## src/rtl/demux1x8_stream.sv

```systemverilog
// demux1x8_stream: registered 1-to-8 stream demultiplexer.
// Each input word is steered to one of eight one-entry lane registers. The
// target lane is either the explicit in_sel or an internal round-robin pointer.
// Every lane has its own valid/ready handshake.

module demux1x8_stream #(
    parameter int WIDTH = 8
) (
    input  logic             clk,
    input  logic             rst_n,
    input  logic [WIDTH-1:0] in_data,
    input  logic [2:0]       in_sel,
    input  logic             in_valid,
    output logic             in_ready,
    input  logic             auto_mode,
    output logic [WIDTH-1:0] out_data [7:0],
    output logic [7:0]       out_valid,
    input  logic [7:0]       out_ready,
    output logic [2:0]       rr_ptr
);

    logic [2:0] tgt;
    logic [7:0] drain;
    logic       acc;

    // Target lane selection and input handshake. in_ready looks only at the
    // target lane, so a full round-robin lane stalls the input even when other
    // lanes are empty. Held low during reset.
    always_comb begin
        tgt      = auto_mode ? rr_ptr : in_sel;
        drain    = out_valid & out_ready;
        in_ready = rst_n & (~out_valid[tgt] | out_ready[tgt]);
        acc      = in_valid & in_ready;
    end

    for (genvar g = 0; g < 8; g++) begin : g_lane
        // Lane holding register: refill has priority over drain, which gives
        // full throughput when a lane is drained and reloaded in one cycle.
        // Data is not cleared on drain, only the valid flag.
        always_ff @(posedge clk or negedge rst_n) begin
            if (!rst_n) begin
                out_data[g]  <= '0;
                out_valid[g] <= 1'b0;
            end else if (acc && (tgt == 3'(g))) begin
                out_data[g]  <= in_data;
                out_valid[g] <= 1'b1;
            end else if (drain[g]) begin
                out_valid[g] <= 1'b0;
            end
        end
    end

    // Round-robin pointer advances only on words accepted in auto mode and
    // keeps its value across mode changes.
    always_ff @(posedge clk or negedge rst_n) begin
        if (!rst_n) begin
            rr_ptr <= 3'd0;
        end else if (acc && auto_mode) begin
            rr_ptr <= rr_ptr + 3'd1;
        end
    end

endmodule

```

## config.mk

```make
export PLATFORM = sky130hd
export DESIGN_NAME = demux1x8_stream
export DESIGN_NICKNAME = d
export VERILOG_FILES = /design/src/rtl/demux1x8_stream.sv
export SDC_FILE = /design/constraint.sdc
export NUM_CORES = 1
export LEC_CHECK = 0
export BUFFER_PORTS_ARGS = -buffer_cell sky130_fd_sc_hd__buf_2
export CAP_MARGIN = 5
export CORE_MARGIN = 2
export CORE_UTILIZATION = 35
export CTS_CLUSTER_SIZE = 10
export DETAILED_ROUTE_END_ITERATION = 16
export PLACE_DENSITY = 0.64
export SLEW_MARGIN = 20
export SYNTH_ARGS = -nofsm -noshare
export SYNTH_HDL_FRONTEND = slang
export SYNTH_SLANG_ARGS = --single-unit
```

## constraint.sdc

```tcl
create_clock -name clk -period 5.54 [get_ports clk]
set_clock_uncertainty 0.1 [all_clocks]
set_input_delay 1.108 -clock clk [delete_from_list [all_inputs] [get_ports clk]]
set_output_delay 1.108 -clock clk [all_outputs]
set_load 0.02 [all_outputs]
```

* Word-level counts from Yosys, hierarchy flattened
Cells that the tools add are included.
** Word-level totals
- Register bits :: 75
- Word-level logic and storage cells :: 70
- Output and inout port bits :: 76
- Bits of input ports :: 23
** Cells by class
- Reductions and logical operators :: 18
- Equality and inequality tests :: 7
- Add/sub/neg operators :: 1
- Bitwise logic cells :: 5
- Mux-type cells :: 21
- Magnitude comparators :: 1
** Operators with widths (count)
- two-way mux 1 bit :: 18
- nonzero test 2 bit :: 8
- equality test 3 bit, second input constant :: 4
- logical AND 1 bit :: 9
- bitwise AND 8 bit :: 1
- binary-select mux 1 bit (select 3 bit) :: 2
- equality test 3 x 2 -> 1 bit, second input constant :: 2
- < comparator 3 x 4 -> 1 bit, second input constant :: 1
- adder 3 x 1 -> 3 bit, second input constant :: 1
- equality test 3 x 1 -> 1 bit, second input constant :: 1
- logical NOT 3 bit :: 1
- two-way mux 3 bit :: 1
- bitwise AND 1 bit :: 2
- NOT 1 bit :: 1
- OR 1 bit :: 1

* Logic depth before layout (Yosys ltp)
Gate-level depths: netlist (run 1).
- Depth in word-level cells :: 9
- Gate-level depth with buffers :: 9
- Depth with buffers taken out :: 7

* Worst setup path after synthesis (run 1)
OpenSTA, ideal clock, no wires.
- Path kind :: input to output
- Start :: input auto_mode
- End :: output in_ready
- Stages :: 5
- Path slack :: 1.840 ns
- Buffers on the path :: 0
- Required time :: 4.332 ns
- Data arrival time :: 2.492 ns
- Path through :: and2b_1 -> a21oi_2 -> mux4_2 -> nand4_1 -> and3_1
** Between the ends
- Longest elaborated chain between the ends :: 6
- Elaborated cells between the ends (all ways) :: 8
- Classes of those cells :: mux: 5; bitwise: 3
** Ends and longest elaborated chain
- from (decl) :: RTL line 15 : input logic auto_mode,
- two-way mux 3 bit * :: RTL line 30 : tgt = auto_mode ? rr_ptr : in_sel;
- binary-select mux 1 bit (select 3 bit) :: RTL line 32 : in_ready = rst_n & (~out_valid[tgt] | out_ready[tgt]);
- two-way mux 1 bit (implied by the code) :: RTL line 32
- NOT 1 bit :: RTL line 32
- OR 1 bit * :: RTL line 32
- bitwise AND 1 bit * :: RTL line 32
- to (decl) :: RTL line 14 : output logic in_ready,
Mark *: on every way between the ends. The rest lies on a longest branch, timed or not. The select of a mux whose other input is x is not followed.

* Final worst setup path (run 1)
Ends and elaborated chain as after synthesis.

==> metrics.txt, run 1 <==
critical path class in2out; Seq pwr share 39.1%; pin count of the biggest net entering global routing 65; Worst Tran Pin Value 0.798 ns; GPL Wtd Cong 0.850; fin nets 349; gr ovfl total 0; total CTS buffers 9; Slowest-stage cell, CP mux4_2; CP endpoint in_ready; Max Buffers Root-to-Sink 2; Mean Syn Cell Area 14.6 µm²; layout cells sized above 1 58.2%; # resized after CTS 0; vias in the first global route ~2300; Layout area overhead 26.6%; RSZ-0062 raised after global routing no; Min-Delay Path Depth 1; count leader, synth dfrtp_1; Worst Setup SP auto_mode; HP Start out_data[58]; drt drc 0; Post-synth ARST share 100%; Total Routing Usage GR 16.5%; FF+latch count, synth 75; post-layout util 46.1%; Skew-Pair Late Insertion Delay 0.34 ns; Final TNS setup 0 ns; Max-Slew Margin vs Limit 46.8%; switch share 38.1%; Main synth FF type dfrtp_1; initial antenna violation count 0; Hold Path Class reg2reg; post-route insts no fill ~440; clock group share of total power 21.2%; Peak Freq 237 MHz; worst path required time 4.33 ns; Max-Cap Viols 0; core area 0.00881 mm²; R2R depth 6; r2r setup slk 2.50 ns; Final Hold Viols 0; detailed-route via count 2210; Power Internal between 1 and 1.5 mW; CTS sink count 75; status completed; # diodes 0; net load switching power 912 µW; cell taking the most area after synthesis dfrtp_1; CTS Hold Buffers Added 0; Die Wd roughly 100 µm; Routed WL 7970 µm; vias per cell 5.05; chip height 99.8 µm; CTS tree done; Crit path top cell by count buf_2; initial DRC count between 40 and 50; smallest hold slack 0.405 ns; H-tree lvl count 3; Reg2Reg Launch Point rr_ptr[0]; Setup Fix Bufs, Post-CTS 0; multi-input logic area 0.00127 mm²; Unique masters post-synth 34; CP Max Fanout 20; die area 0.00996 mm²; Slew Viols, Final 0; synthesized area 0.00321 mm²; placed cells between 400 and 500; cells taking the most area after synthesis dfrtp_1, mux2_2, nor3_4, a21o_1, mux4_2; pwr dens 588 mW/mm²; syn nets 244; register area 0.00188 mm²; Tmin final about 4.2 ns; synth cell count leaders dfrtp_1, mux2_2, inv_1, a21o_1, nor3_4; Setup Viol. Count Final 0; Max rail drop VDD 0.000283 V; Initial Util 36.5%; WP data arrival 3.02 ns; P_leak 2.02 nW; top-level I/O count 99; Critical Path Max Stage Delay between 0.5 and 0.6 ns; combinational power share 39.7%; number of synthesized flops with an enable pin 0; clk slew on worst S/H paths 0.09 ns; Mapped Cells 220; Initial DRT Pass Iterations 4; FP Rows 34; Avg WL per Cell 18.2 µm; worst reg2reg endpoint out_data[25]; Seq/Total Area, Yosys 58.5%; Ys Warns 0; # fillers roughly 830; HPWL after DPL approximately 5400 µm; IO Port Bufs 98; startpoint type of the worst setup path input port; share of the synthesized area in the top cell type approximately 58%; Root Driver clkbuf_8; Routed Antenna Nets 0; first-pass GRT wire length 12300 µm; Critical Path Sink Type output pin; Tcrit/Tclk final 76.2%; CP Cell Sequence buf_2, and2b_1, a21oi_2, mux4_2, nand4_1, and3_1, buf_2
==> routing by layer <==
layer | GRT usage (%) | routed length [µm] | vias to the layer above
met5 | 0 | 0 | -
met4 | 5.06 | 110 | 0
met3 | 6.75 | 642 | 12
met2 | 24.9 | 3570 | 80
met1 | 21.8 | 3650 | 1110
li1 | - | - | 1008
==> kinds of logic (layout without fill, tap and decap cells) <==
family                     Yosys count  count (layout)  synth area share (%)
muxes                               69              69                  24.8
adders and majority gates            1               1                 0.390
AOI/OAI and AO/OA                   22              22                  4.99
xor gates and xnor gates             2               2                 0.546
and+or+nand+nor                     36              36                  8.96
DFF                                 75              75                  58.5
buffers and inverters               15             125                  1.83
==> through the flow <==
stage	power, mW	instance area (µm²)	setup WS [ns]
floorplan	1.54	3210	1.84
global placement	1.88	3820	1.40
CTS	2.42	4060	1.33
global route	2.52	4060	1.23
finish	2.39	4060	1.32
detailed placement	1.90	3820	1.34
==> final cells by class <==
class,count,area share (%)
well taps,108,3.33
inverters,10,0.924
flip-flops and latches,75,46.2
clock buffers,10,3.14
clock inverters,6,2.74
repair buffers,99,12.3
multi-input cells,130,31.4
==> cell usage in the layout, fill, tap and decap left out, types with 2 or more instances in the layout <==
cell type  Yosys  final
bufinv_16      0      3
a21o_1         9      9
nor2b_1        2      2
buf_2          2     97
mux2_2        65     65
clkbuf_8       0      9
buf_4          0      2
nand3_1        4      4
mux2i_1        2      2
nand2b_1       4      4
mux4_2         2      2
inv_1         10     10
dfrtp_1       75     75
nand2_1        7      7
o21ai_0        2      2
nand4_1        2      2
nor3_1         3      3
a21oi_1        3      3
nor3_4         8      8
o32ai_1        2      2
==> registers in the layout, indices dropped and copies added (netlist names) <==
signal     cells
out_data      64
rr_ptr         3
out_valid      8
==> power by group through the flow <==
stage	Clock (mW)	Sequential, mW	Combinational [mW]
CTS	0.520	0.938	0.960
global placement	0	0.933	0.946
detailed placement	0	0.944	0.959
finish	0.507	0.935	0.948
global route	0.544	0.970	1.01
floorplan	0	1.23	0.318
==> worst max-delay path: cells and delay by family <==
family                 cells  cell delay [ns]
AO/OA/AOI/OAI              1             0.27
multiplexers               1             0.55
buffers and inverters      2             0.44
AND/OR/NAND/NOR            3             0.63
==> worst min path at each step <==
stage	endpoint	slack [ns]
2_1_floorplan	out_valid[1]	0.51
3_3_place_gp	out_data[28]	0.39
3_5_place_dp	out_data[58]	0.39
4_1_cts	out_data[9]	0.41
5_1_grt	out_data[9]	0.42
6_report	out_data[58]	0.40
(Power assumes the default switching activity.)
==> run 2: changes to the inputs <==
--- a/config.mk
+++ b/config.mk
@@ -11,7 +11,7 @@
 export CORE_UTILIZATION = 35
 export CTS_CLUSTER_SIZE = 10
 export DETAILED_ROUTE_END_ITERATION = 16
-export PLACE_DENSITY = 0.64
+export PLACE_DENSITY = 0.66
 export SLEW_MARGIN = 20
 export SYNTH_ARGS = -nofsm -noshare
 export SYNTH_HDL_FRONTEND = slang
==> constraint.sdc (replaced) <==
create_clock -name clk -period 3.5 [get_ports clk]
set_clock_uncertainty 0.1 [all_clocks]
set_input_delay 0.7 -clock clk [delete_from_list [all_inputs] [get_ports clk]]
set_output_delay 0.7 -clock clk [all_outputs]
set_load 0.02 [all_outputs]
==> run 2 against run 1 <==
Clock-buffer cell count is the same. Critical endpoint unchanged. Combinational power grew 58%. Largest cell class unchanged. Flip-flop and latch count is the same. Setup slack lost 1.0 ns. Clock power grew 48%. Non-clock buffer count grew 11.
==> metrics.txt, run 2 (synthesized netlist as in run 1, its figures left out) <==
fin nets 360 (+3.2%); detailed-route via count 2261 (+2.3%); total CTS buffers 9 (unchanged); vias per cell 5.04 (-0.20%); Regs by FF count out_data (64), out_valid (8), rr_ptr (3); Final TNS setup 0 ns (unchanged); initial DRC count 86 (+100%); Largest register FFs 64 (unchanged); most frequent cells in the layout buf_2, dfrtp_1, mux2_2; Initial DRT Pass Iterations 4 (unchanged); fin area 0.00413 mm² (+1.7%); Avg WL per Cell 17.9 µm (-1.6%); layout cells sized above 1 59.8% (+1.6 points); Max-Cap Viols 0 (unchanged); Max Buffers Root-to-Sink 2 (unchanged); Placed Area 0.00391 mm² (+2.2%); Critical Path Max Stage Delay 0.54 ns (about the same); Worst Tran Pin Value 0.885 ns (+0.0873 ns); CP Cell Sequence buf_2, and2b_1, a21oi_2, mux4_2, nand4_1, and3_1, buf_2; Initial Util 36.5% (unchanged); Tcrit/Tclk final approximately 91%; Worst Setup SP auto_mode; CTS tree done; Crit path top cell by count buf_2; startpoint type of the worst setup path input port; gr ovfl total 0 (unchanged); Slew Viols, Final 0 (unchanged); die area 0.00996 mm² (unchanged); CTS sink count 75 (unchanged); Reg2Reg Launch Point rr_ptr[0]; H-tree lvl count 3 (unchanged); Biggest register out_data; critical path class in2out; Hold Path Class in2async; CP Max Fanout 5 (-75%); CTS Hold Buffers Added 0 (unchanged); Max rail drop VDD 0.000542 V (+91%); clk slew on worst S/H paths 0.08 ns (about the same); Routed WL 8040 µm (+0.89%); pwr dens 906 mW/mm² (+54%); Die Wd 99.8 µm (unchanged); initial antenna violation count 0 (unchanged); WP data arrival 2.38 ns (-0.64 ns); FP Rows 34 (unchanged); Peak Freq between 300 and 400 MHz; # resized after CTS 0 (unchanged); IO Port Bufs 98 (unchanged); Setup Fix Bufs, Post-CTS 0 (unchanged); P_leak 2.07 nW (+2.5%); top-level I/O count 99 (unchanged); GPL Wtd Cong 0.893 (+5.1%); pin count of the biggest net entering global routing 71 (+9.2%); chip height 99.8 µm (unchanged); most common cell after layout, fill and taps aside buf_2; Critical Path Sink Type output pin; RSZ-0062 raised after global routing no; Total Routing Usage GR 16.9% (+0.40 points); drt drc 0 (unchanged); Max-Slew Margin vs Limit 41.0% (-5.8 points); Skew-Pair Late Insertion Delay 0.34 ns (about the same); Slowest-stage cell, CP mux4_2; Final Hold Viols 0 (unchanged); core area 0.00881 mm² (unchanged); status completed; Layout area overhead 28.8%; worst path required time 2.70 ns (-1.63 ns); Routed Antenna Nets 0 (unchanged); Root Driver clkbuf_8; HPWL after DPL 5590 µm (+2.9%); Tmin final about 3.2 ns; # diodes 0 (unchanged); Setup Viol. Count Final 0 (unchanged); first-pass GRT wire length 12900 µm (+4.7%); vias in the first global route 2376 (+3.9%)
[run 2: layout make-up]
cell class | count | area [µm²]
Clock buffer | 10 | 138
Clock inverter | 6 | 88.8
Fill cell | 824 | 4670
Inverter | 10 | 37.5
Multi-Input combinational cell | 130 | 1270
Sequential cell | 75 | 1880
Tap cell | 108 | 135
Timing Repair Buffer | 110 | 583
[run 2: power by group]
| part | leakage (nW) | internal [mW] | total (mW) | switching, mW |
|---|---|---|---|---|
| Combinational | 1.03 | 0.623 | 1.50 | 0.876 |
| Clock | 0.108 | 0.421 | 0.750 | 0.330 |
| Sequential | 0.936 | 1.25 | 1.50 | 0.247 |
[run 2: routing by layer]
metal	part of all wire, %	track usage (%)
met1	46	23.3
met2	44	24.4
met3	7.9	6.06
met4	2.0	6.74
met5	0	0
[run 2: final timing paths]
| check | slack (ns) | to | cells past startpoint |
|---|---|---|---|
| max | 0.32 | in_ready | 7 |
| min | 0.07 | out_valid[0] | 1 |
| max reg2reg | 0.69 | out_data[32] | 7 |
| min reg2reg | 0.41 | out_data[16] | 1 |
| max in group asynchronous | 2.14 | out_valid[4] | 2 |
| min in group clk | 0.41 | out_data[16] | 1 |
[run 2: per-stage QoR]
step / cells / total power [mW] / setup slack [ns] / hold slack [ns] / util, %
2_1_floorplan: 220 / 2.45 / 0.582 / 0.304 / -
3_3_place_gp: 433 / 3.00 / 0.297 / 0.386 / 44.4
3_5_place_dp: 433 / 3.03 / 0.247 / 0.389 / 44.4
4_1_cts: 449 / 3.78 / 0.314 / 0.0544 / 46.9
5_1_grt: 449 / 3.96 / 0.204 / 0.0578 / 46.9
6_report: 449 / 3.75 / 0.321 / 0.0673 / 46.9
[run 2: critical path: cells and delay by family]
family | cells | cell delay [ns]
muxes | 1 | 0.54
AOI/OAI and AO/OA | 1 | 0.27
and+or+nand+nor | 3 | 0.58
buffers and inverters | 2 | 0.28
==> run 3: changes to the inputs <==
--- a/config.mk
+++ b/config.mk
@@ -7,11 +7,15 @@
 export LEC_CHECK = 0
 export BUFFER_PORTS_ARGS = -buffer_cell sky130_fd_sc_hd__buf_2
 export CAP_MARGIN = 5
+export CELL_PAD_IN_SITES_DETAIL_PLACEMENT = 1
+export CELL_PAD_IN_SITES_GLOBAL_PLACEMENT = 1
+export CORE_ASPECT_RATIO = 0.6
 export CORE_MARGIN = 2
 export CORE_UTILIZATION = 35
 export CTS_CLUSTER_SIZE = 10
 export DETAILED_ROUTE_END_ITERATION = 16
-export PLACE_DENSITY = 0.66
+export GPL_TIMING_DRIVEN = 0
+export PLACE_DENSITY = 0.79
 export SLEW_MARGIN = 20
 export SYNTH_ARGS = -nofsm -noshare
 export SYNTH_HDL_FRONTEND = slang
==> run 3 against run 2 <==
Clock power increased by 30%. Largest cell class unchanged. Critical path depth is 1 higher. Non-clock buffer count shrank 6. Critical endpoint is now out_data[0]. Cell area up 1.5%. Combinational power increased by 4%. Fmax shrank 3.5%. Via count is essentially flat. Sequential share of layout area fell by 0.66 points.
==> metrics.txt, run 3 (synthesized netlist as in run 1, its figures left out) <==
Routed Antenna Nets 0 (unchanged); core area 0.00905 mm² (+2.8%); Placed Area 0.00388 mm² (-0.80%); Max Used Layer met4; Tcrit/Tclk final 94.1% (+3.3 points); Peak Freq 303 MHz (-3.5%); Max Buffers Root-to-Sink 2 (unchanged); Setup Fix Bufs, Post-CTS 0 (unchanged); first-pass GRT wire length 13400 µm (+4.3%); total CTS buffers 9 (unchanged); Total Routing Usage GR 18.2% (+1.3 points); Largest register FFs 64 (unchanged); DR WL met2 3800 µm (+7.5%); worst reg2reg endpoint out_data[0]; Power, Total 3.99 mW (+6.5%); vias in the first global route 2442 (+2.8%); r2r setup slk 0.28 ns (-0.41 ns); fin area 0.00420 mm² (+1.5%); status completed; Max-Cap Viols 0 (unchanged); # diodes 0 (unchanged); Hold Path Class in2async; Initial Util 35.5% (-1.0 points); initial DRC count 73 (-15%); CP endpoint out_data[0]; RSZ-0062 raised after global routing no; startpoint type of the worst setup path input port; critical path class in2reg; Max-Slew Margin vs Limit 49.2% (+8.2 points); Die Wd 128 µm (+28%); # resized after CTS 0 (unchanged); Worst Setup SP in_sel[0]; layout cells sized above 1 57.9% (-1.9 points); Root Driver clkbuf_16; Slew Viols, Final 0 (unchanged); IO Port Bufs 98 (unchanged); initial antenna violation count 0 (unchanged); HPWL after DPL 6070 µm (+8.6%); FP Rows 27 (-21%); top-level I/O count 99 (unchanged); Setup Viol. Count Final 0 (unchanged); R2R depth 7 (unchanged); Layout area overhead 30.7%; die area 0.00998 mm² (+0.26%); post-layout util 46.3% (-0.61 points); Post-Route M1 WL 3810 µm (+2.5%); gr ovfl total 0 (unchanged); worst path required time 3.61 ns (+0.91 ns); detailed-route via count 2259 (-0.088%); WP data arrival 3.40 ns (+1.02 ns); most common cell after layout, fill and taps aside buf_2; multi-input logic area 0.00127 mm² (unchanged); GPL Wtd Cong 0.927 (+3.7%); Skew-Pair Late Insertion Delay 0.33 ns (about the same); Avg WL per Cell 18.6 µm (+3.8%); Critical Path Sink Type flop; register area 0.00188 mm² (unchanged); Reg2Reg Launch Point rr_ptr[0]; clk slew on worst S/H paths 0.06 ns (-0.02 ns); vias per cell 5.01 (-0.53%); Regs by FF count out_data (64), out_valid (8), rr_ptr (3); P_leak 2.08 nW (+0.22%); Tmin final 3.30 ns (+0.116 ns); drt drc 0 (unchanged); most frequent cells in the layout buf_2, dfrtp_1, mux2_2; metal3 WL 662 µm (+3.9%); chip height 78.2 µm (-22%); Worst Tran Pin Value 0.760 ns (-0.125 ns); Initial DRT Pass Iterations 4 (unchanged); Final Hold Viols 0 (unchanged); Biggest register out_data; CP Max Fanout 9 (+4); H-tree lvl count 3 (unchanged); CTS Hold Buffers Added 0 (unchanged); fin nets 354 (-1.7%); Routed WL 8390 µm (+4.3%); pwr dens 951 mW/mm² (+5.0%); # fillers 965 (+17%); CTS tree done; pin count of the biggest net entering global routing 58 (-18%); Max rail drop VDD 0.000406 V (-25%); CTS sink count 75 (unchanged)
[run 3: cell types whose count changed in the layout (fill, tap and decap cells not counted), sizes merged]
cell,before,now
buf,110,102
clkinvlp,2,1
clkinv,2,3
clkbuf,10,12
[run 3: worst min-delay path by stage]
stage	startpoint	end	slack, ns	cells past startpoint
2_1_floorplan	rst_n	out_data[0]	0.30	0
3_3_place_gp	out_valid[0]	out_valid[0]	0.38	1
3_5_place_dp	out_data[37]	out_data[37]	0.39	1
4_1_cts	rst_n	out_data[1]	0.16	1
5_1_grt	rst_n	out_data[1]	0.16	1
6_report	rst_n	out_data[9]	0.16	1
[run 3: area by class of cell]
class	instances	share of cell area [%]
inverters	10	0.895
clock inverters	6	2.15
repair buffers	99	12.4
flip-flops and latches	75	44.7
multi-input cells	130	30.4
clock buffers	10	5.46
plain buffers	5	0.507
well taps	116	3.46
[run 3: through the flow]
step / cells / hold WS [ns] / TNS (ns) / setup WS [ns]
after detailed placement: 435 / 0.391 / -3.11 / -0.111
after CTS: 451 / 0.158 / 0 / 0.211
after global routing: 451 / 0.159 / 0 / 0.0995
after floorplan: 220 / 0.304 / 0 / 0.582
final: 451 / 0.161 / 0 / 0.205
after global placement: 434 / 0.383 / -20.54 / -0.545
[run 3: power breakdown]
group | switching, mW | internal (mW)
sequential | 0.206 | 1.25
combinational | 0.930 | 0.626
clock | 0.351 | 0.625
total | 1.49 | 2.50
[run 3: critical path, cell delays in order]
cell	delay, ns
buf_2	0.13
and2b_1	0.20
a21oi_2	0.32
mux4_2	0.55
nand4_1	0.19
nand2_4	0.19
nor3_4	0.69
mux2_2	0.41
[run 3: layer usage]
| layer | up-vias | track usage, % |
|---|---|---|
| met2 | 74 | 27.4 |
| met4 | 0 | 5.93 |
| met1 | 1150 | 23.9 |
| li1 | 1022 | - |
| met5 | - | 0 |
| met3 | 13 | 7.50 |
